`config.mk`:
```
export PLATFORM = sky130hd
export DESIGN_NAME = pc_fetch_unit
export DESIGN_NICKNAME = d
export VERILOG_FILES = /design/src/rtl/pc_fetch_unit_pkg.sv /design/src/rtl/pc_fetch_unit_pc_next_mux.sv /design/src/rtl/pc_fetch_unit.sv
export SDC_FILE = /design/constraint.sdc
export NUM_CORES = 1
export LEC_CHECK = 0
export BUFFER_PORTS_ARGS = -buffer_cell sky130_fd_sc_hd__buf_2
export CORE_AREA = 2 2 128 130
export DETAILED_ROUTE_END_ITERATION = 8
export DIE_AREA = 0 0 130 132
export PLACE_DENSITY = 0.69
export SYNTH_ARGS = -nofsm -noshare
export SYNTH_HDL_FRONTEND = slang
export SYNTH_SLANG_ARGS = --single-unit
```
`constraint.sdc`:
```
create_clock -name clk -period 2.25 [get_ports clk]
set_clock_uncertainty 0.1 [all_clocks]
set_input_delay 0.1125 -clock clk [delete_from_list [all_inputs] [get_ports clk]]
set_output_delay 0.1125 -clock clk [all_outputs]
set_load 0.02 [all_outputs]
```
`src/rtl/pc_fetch_unit_pkg.sv`:
```
`default_nettype none
// ============================================================================
//  Module   : pc_fetch_unit_pkg
//  Purpose  : Shared constants and the fetch state type for the PC / fetch
//             unit (PC-select codes, canonical NOP, fetch FSM states).
//  Revision : 1.0  initial release
// ============================================================================
package pc_fetch_unit_pkg;

   // PC-select codes driven by the branch control unit
   localparam logic [1:0] PCSRC_SEQ  = 2'b00;
   localparam logic [1:0] PCSRC_BR   = 2'b01;
   localparam logic [1:0] PCSRC_HALT = 2'b10;
   localparam logic [1:0] PCSRC_JALR = 2'b11;

   // addi x0, x0, 0 -- placed in IF/ID whenever it holds no live instruction
   localparam logic [31:0] NOP_INSTR = 32'h0000_0013;

   // Fetch FSM states, 3-bit encoding
   typedef enum logic [2:0] {
      ST_REQ     = 3'd0,   // request presented on the instruction bus
      ST_WAIT    = 3'd1,   // request accepted, waiting for its response
      ST_HOLD    = 3'd2,   // response parked in the skid buffer during a stall
      ST_DISCARD = 3'd3,   // wrong-path response still outstanding, drop it
      ST_HALT    = 3'd4    // fetch stopped until reset
   } fetch_state_e;

endpackage : pc_fetch_unit_pkg
`default_nettype wire

```
`src/rtl/pc_fetch_unit_pc_next_mux.sv`:
```
`default_nettype none
// ============================================================================
//  Module   : pc_next_mux
//  Purpose  : Decodes the PC-select code into sequential PC, redirect target,
//             redirect / halt requests and target misalignment.
//  Revision : 1.0  initial release
// ============================================================================
module pc_next_mux
   import pc_fetch_unit_pkg::*;
#(
   parameter int XLEN = 32
) (
   input  logic [XLEN-1:0] pc_i,
   input  logic [1:0]      pc_src_i,
   input  logic [XLEN-1:0] branch_target_i,
   input  logic [XLEN-1:0] jalr_target_i,
   output logic [XLEN-1:0] pc_seq_o,
   output logic [XLEN-1:0] target_o,
   output logic            redirect_o,
   output logic            halt_o,
   output logic            misalign_o
);

   logic is_jump;

   // Target select and classification; a misaligned jump stops fetch like a halt
   always_comb begin
      pc_seq_o   = pc_i + XLEN'(4);
      target_o   = branch_target_i;
      is_jump    = 1'b0;
      redirect_o = 1'b0;
      halt_o     = 1'b0;
      misalign_o = 1'b0;
      case (pc_src_i)
         PCSRC_BR: begin
            is_jump  = 1'b1;
            target_o = branch_target_i;
         end
         PCSRC_JALR: begin
            is_jump  = 1'b1;
            target_o = {jalr_target_i[XLEN-1:1], 1'b0};
         end
         PCSRC_HALT: halt_o = 1'b1;
         default:    ;
      endcase
      if (is_jump) begin
         misalign_o = target_o[1];
         redirect_o = !target_o[1];
         halt_o     = target_o[1];
      end
   end

endmodule : pc_next_mux
`default_nettype wire

```
`src/rtl/pc_fetch_unit.sv`:
```
`default_nettype none
// ============================================================================
//  Module   : pc_fetch_unit
//  Purpose  : Owns the program counter, issues single-outstanding instruction
//             fetches and drives the IF/ID register, handling redirects,
//             stalls, halts and wrong-path response draining.
//  Revision : 1.0  initial release
// ============================================================================
module pc_fetch_unit
   import pc_fetch_unit_pkg::*;
#(
   parameter int              XLEN     = 32,
   parameter logic [XLEN-1:0] RESET_PC = '0
) (
   input  logic            clk,
   input  logic            rst_n,
   input  logic [1:0]      pc_src_i,
   input  logic [XLEN-1:0] branch_target_i,
   input  logic [XLEN-1:0] jalr_target_i,
   input  logic            stall_i,
   output logic            imem_req_o,
   output logic [XLEN-1:0] imem_addr_o,
   input  logic            imem_ready_i,
   input  logic            imem_rvalid_i,
   input  logic [31:0]     imem_rdata_i,
   output logic            if_valid_o,
   output logic [XLEN-1:0] if_pc_o,
   output logic [31:0]     if_instr_o,
   output logic            flush_o,
   output logic            misalign_o,
   output logic            halted_o
);

   fetch_state_e    state_q, state_d;
   logic [XLEN-1:0] pc_q, pc_d;
   logic            halt_pend_q, halt_pend_d;
   logic [31:0]     skid_q, skid_d;
   logic            if_valid_q, if_valid_d;
   logic [XLEN-1:0] if_pc_q, if_pc_d;
   logic [31:0]     if_instr_q, if_instr_d;

   logic [XLEN-1:0] pc_seq;
   logic [XLEN-1:0] target;
   logic            redirect;
   logic            halt_req;
   logic            misalign_req;

   logic            active;
   logic            kill;
   logic            accept;
   logic            drain;
   logic            load;
   logic [31:0]     load_instr;

   pc_next_mux #(
      .XLEN (XLEN)
   ) u_next_mux (
      .pc_i            (pc_q),
      .pc_src_i        (pc_src_i),
      .branch_target_i (branch_target_i),
      .jalr_target_i   (jalr_target_i),
      .pc_seq_o        (pc_seq),
      .target_o        (target),
      .redirect_o      (redirect),
      .halt_o          (halt_req),
      .misalign_o      (misalign_req)
   );

   // Once fetch is stopped (or a stop is waiting for a drain) pc_src is ignored
   assign active = (state_q != ST_HALT) && !halt_pend_q;
   assign kill   = active && (redirect || halt_req);
   assign accept = (state_q == ST_REQ) && imem_ready_i;

   // Next-state logic: redirect/halt first, otherwise the fetch handshake
   always_comb begin
      state_d     = state_q;
      pc_d        = pc_q;
      halt_pend_d = halt_pend_q;
      skid_d      = skid_q;
      if_valid_d  = if_valid_q;
      if_pc_d     = if_pc_q;
      if_instr_d  = if_instr_q;
      drain       = 1'b0;
      load        = 1'b0;
      load_instr  = imem_rdata_i;

      if (kill) begin
         // A response is still owed if one was just accepted or is pending
         // and does not arrive in this very cycle.
         drain = accept ||
                 (((state_q == ST_WAIT) || (state_q == ST_DISCARD)) && !imem_rvalid_i);
         if_valid_d = 1'b0;
         if_instr_d = NOP_INSTR;
         if (halt_req) begin
            halt_pend_d = drain;
            state_d     = drain ? ST_DISCARD : ST_HALT;
         end else begin
            pc_d    = target;
            state_d = drain ? ST_DISCARD : ST_REQ;
         end
      end else begin
         case (state_q)
            ST_REQ: begin
               if (accept) state_d = ST_WAIT;
            end
            ST_WAIT: begin
               if (imem_rvalid_i) begin
                  if (stall_i) begin
                     skid_d  = imem_rdata_i;
                     state_d = ST_HOLD;
                  end else begin
                     load    = 1'b1;
                     state_d = ST_REQ;
                  end
               end
            end
            ST_HOLD: begin
               if (!stall_i) begin
                  load       = 1'b1;
                  load_instr = skid_q;
                  state_d    = ST_REQ;
               end
            end
            ST_DISCARD: begin
               if (imem_rvalid_i) begin
                  state_d     = halt_pend_q ? ST_HALT : ST_REQ;
                  halt_pend_d = 1'b0;
               end
            end
            ST_HALT: ;
            default: state_d = ST_REQ;
         endcase

         // ID consumes IF/ID every unstalled cycle; refill or insert a bubble
         if (load) begin
            if_valid_d = 1'b1;
            if_pc_d    = pc_q;
            if_instr_d = load_instr;
            pc_d       = pc_seq;
         end else if (!stall_i) begin
            if_valid_d = 1'b0;
            if_instr_d = NOP_INSTR;
         end
      end
   end

   // State, PC, skid buffer and IF/ID registers
   always_ff @(posedge clk or negedge rst_n) begin
      if (!rst_n) begin
         state_q     <= ST_REQ;
         pc_q        <= RESET_PC;
         halt_pend_q <= 1'b0;
         skid_q      <= '0;
         if_valid_q  <= 1'b0;
         if_pc_q     <= '0;
         if_instr_q  <= NOP_INSTR;
      end else begin
         state_q     <= state_d;
         pc_q        <= pc_d;
         halt_pend_q <= halt_pend_d;
         skid_q      <= skid_d;
         if_valid_q  <= if_valid_d;
         if_pc_q     <= if_pc_d;
         if_instr_q  <= if_instr_d;
      end
   end

   // Request and kill pulses are decoded in the current cycle so the
   // downstream pipeline is flushed in the same cycle the redirect is seen;
   // all are forced low while reset is asserted.
   assign imem_req_o  = rst_n && (state_q == ST_REQ);
   assign imem_addr_o = pc_q;
   assign flush_o     = rst_n && kill;
   assign misalign_o  = rst_n && active && misalign_req;
   assign halted_o    = (state_q == ST_HALT) || halt_pend_q;
   assign if_valid_o  = if_valid_q;
   assign if_pc_o     = if_pc_q;
   assign if_instr_o  = if_instr_q;

endmodule : pc_fetch_unit
`default_nettype wire

```
==> summary.txt <==
Placed design
  – Port Buffers: slightly above 200
  – Placed inst area: 0.008105 mm²
  – GPL Wtd Cong: about 0.81
  – DPL Wire Length: around 13000 µm

Floorplanning
  – Die Height: ~130 µm
  – Row count: between 40 and 50
  – Die Span X: around 130 µm
  – # IOs: 204
  – Starting Density: 0.4238
  – Core area: approximately 0.016 mm²
  – Die ar.: approximately 0.017 mm²

Cells and area
  – Area Overhead vs Synth: 40.12%
  – Fillers: 1310
  – Share of layout cells above drive strength 1: 0.3935
  – Cell area after layout: 0.009330 mm²
  – Sequential cell area: 0.003332 mm²
  – Area of the multi-input gates: 0.003105 mm²
  – Diodes inserted: 0
  – Final Net Count: 1021

Routing
  – DRC: 0
  – DRT Pass-1 Iters: 5
  – Drt first-iter violations: 375
  – Wire length per cell: 16.73 µm
  – DR vias: just over 6000
  – Post-DRT Antenna Nets: 0
  – Final wirelength: between 15000 and 20000 µm
  – Drt via density: about 5.3

Worst setup path
  – CP Capture Type: flip-flop
  – Top fanout value on the critical path: 32
  – WP data required: 2.45 ns
  – Startpoint Class: flip-flop
  – Worst path cell trace: or3b_4, nand2_2, nand2_2, or3_2, buf_12, mux2_4
  – R2r endpoint: skid_q[14]
  – CP max stage delay: about 0.49 ns
  – Crit path buf inv count: 1
  – Critical path arrival: between 2 and 2.5 ns
  – Crit-path slowest cell: or3_2
  – R2R depth: 6
  – Crit path top cell by count: nand2_2
  – FF-to-FF setup slack: between 0.02 and 0.025 ns
  – Crit path kind: flip-flop to flip-flop
  – Launching point of the worst reg2reg path: state_q[2]
  – CP top delay family: simple AND/OR/NAND/NOR gates

Yosys
  – Gate Count Post-Synth: 636
  – Sequential fraction of the synthesis area: 0.5004
  – Synth warn: 0
  – EDFF count, synth: 0
  – Asr flop ratio synth: 1.000
  – Post-synth top flop: dfrtp_1
  – Synth cell types: 57
  – Cell area after synthesis: 0.006659 mm²
  – Seq cells post-synth: ~130
  – Synth Net Count: 740
  – Syn Area/Cell: around 10 µm²

Clock network
  – CTS buffer count: 17
  – Num Clock Sinks: about 130
  – Clock latency on the worst-skew pair: approximately 0.43 ns
  – H-tree depth: 4
  – Max Buffers Root-to-Sink: 2
  – Root Buffer: clkbuf_16
  – TritonCTS clock tree: yes
  – CTS clk-pin slew, worst paths: 0.06 ns

STA
  – Max-slew violations: 0
  – Least-Margin Pin Slew: slightly below 0.7 ns
  – Final setup fails: 0
  – Min Hold Slack: -0.001200 ns
  – Relative slew slack: 0.5509
  – Unrepaired setup endpoints after global routing: true
  – Fin. Hold Viols: 1
  – F_max: between 400 and 500 MHz
  – Tmin final: around 2.2 ns
  – Final Cycle Share: 0.9895

Worst hold path
  – Hold Crit Class: primary input to flip-flop
  – Hold Path Depth: 5
  – Min-delay src: branch_target_i[12]
  – Hold endpoint: imem_addr_o[12]

Power and ir drop
  – VDD IR max: 0.7016 mV
  – Pleak: 0.004441 µW
  – Pwr Density: roughly 1300 mW/mm²

Global routing
  – Grt total ovfl: 0
  – Number of global-route vias before repair: around 6000
  – Initial antenna violation count: 0
  – First-pass GRT wire length: 30970 µm
  – Largest net degree at the start of global routing: ~130
  – Total GRT Usage: 0.2289

Run status
  – Failing checks: hold timing
  – Outcome: complete, but fails checks

Run
  – Max cap viols: 0
==> final cells by class <==
type | instances | area share
Clock buffer | 19 | 0.04747
Inverter | 5 | 0.002012
Timing Repair Buffer | 304 | 0.2135
Sequential cell | 133 | 0.3571
Tap cell | 216 | 0.02897
Clock inverter | 13 | 0.01810
Multi-Input combinational cell | 456 | 0.3328
==> layer usage <==
layer | global-route usage | part of all wire | up-vias
li1 | - | - | 2850
met4 | 0.06571 | 0.014 | 0
met3 | 0.05601 | 0.068 | 21
met2 | 0.3674 | 0.47 | 254
met1 | 0.3076 | 0.44 | 2931
met5 | 0 | 0 | -
==> where the power goes <==
group / leakage [µW] / internal, µW / switching [µW] / total, µW
logic: 0.00252 / 2170 / 2690 / 4860
registers: 0.00162 / 3380 / 756 / 4130
clock network: 0.000299 / 1790 / 1100 / 2890
total: 0.00444 / 7340 / 4540 / 11900
==> cell usage in the layout, fill, tap and decap left out, types with 5 or more instances in the layout <==
cell           netlist  layout
a21oi_1             42      41
a2bb2oi_1            5       5
a31oi_1              5       5
and3_1              10      10
and4_1               6       6
buf_12               0       5
buf_2               10     201
buf_4                2      40
clkbuf_16            0      17
dfrtp_1            130     130
dlygate4sd3_1        0      54
inv_1                5       5
inv_6                0       5
mux2_2              36      36
mux2_4              30      30
mux2i_1             32      32
nand2_1            109     109
nand3_1             29      28
nand4_1              9       9
nor2_1              26      25
o211ai_1             5       5
o21ai_0             47      47
o22a_1              11      11
==> sequential cells by signal, summed over array words and instances, names as in the netlist <==
register     cells
skid_q          32
state_q          3
if_valid_o       1
if_pc_o         32
halt_pend_q      1
imem_addr_o     32
if_instr_o      32
==> what timing repair did <==
action / in CTS / in global routing
hold buffers: 54 / 0
setup endpoints to repair: 0 / 41
resized for setup: 0 / 9
endpoints found under the hold margin: 206 / 0
setup buffers: 0 / 6
==> cell usage after synthesis (9+ instances only) <==
cell      count  area share
nor2_1       26       0.015
nand2_1     109       0.061
nand3_1      29       0.022
a21oi_1      42       0.032
dfrtp_1     130        0.49
mux2_2       36       0.061
mux2i_1      32       0.048
and3_1       10      0.0094
o21ai_0      47       0.035
o22a_1       11       0.014
nand4_1       9      0.0085
mux2_4       30       0.068
buf_2        10      0.0075
clkbuf_1     22       0.012
==> worst max path at each step <==
| stage | start | endpoint | slack [ns] | cells past startpoint |
|---|---|---|---|---|
| 2_1_floorplan | imem_addr_o[3] | imem_addr_o[28] | 0.004 | 6 |
| 3_3_place_gp | state_q[0] | imem_addr_o[24] | 0.05 | 7 |
| 3_5_place_dp | state_q[1] | imem_addr_o[24] | 0.03 | 7 |
| 4_1_cts | state_q[1] | imem_addr_o[24] | 0.02 | 7 |
| 5_1_grt | state_q[1] | imem_addr_o[23] | -0.02 | 7 |
| 6_report | state_q[2] | skid_q[14] | 0.02 | 6 |
==> tightest hold or removal path: cells and delay by family <==
| kind | cells | cell delay [ns] |
|---|---|---|
| simple gates | 3 | 0.22 |
| buf+inv | 1 | 0.10 |
| compound gates | 1 | 0.05 |
==> per-stage QoR <==
step	setup WS (ns)	util	setup TNS [ns]	total power [µW]	instances
floorplan	0.003549	-	0	7104	636
CTS	0.01568	0.5892	0	11870	1140
finish	0.02358	0.5938	0	11880	1146
global route	-0.02406	0.5938	-0.2649	12580	1146
global placement	0.04829	0.5158	0	8741	1054
detailed placement	0.03277	0.5158	0	8853	1054
==> kinds of logic (layout without fill, tap and decap cells) <==
| kind of cell | after synthesis | in the layout | share of synthesized area |
|---|---|---|---|
| buf+inv | 47 | 341 | 0.03739 |
| compound gates | 134 | 134 | 0.1240 |
| simple gates | 223 | 223 | 0.1597 |
| mux | 98 | 98 | 0.1766 |
| flops | 133 | 133 | 0.5004 |
| fa+ha+maj | 1 | 1 | 0.001879 |
(Power assumes the default switching activity.)
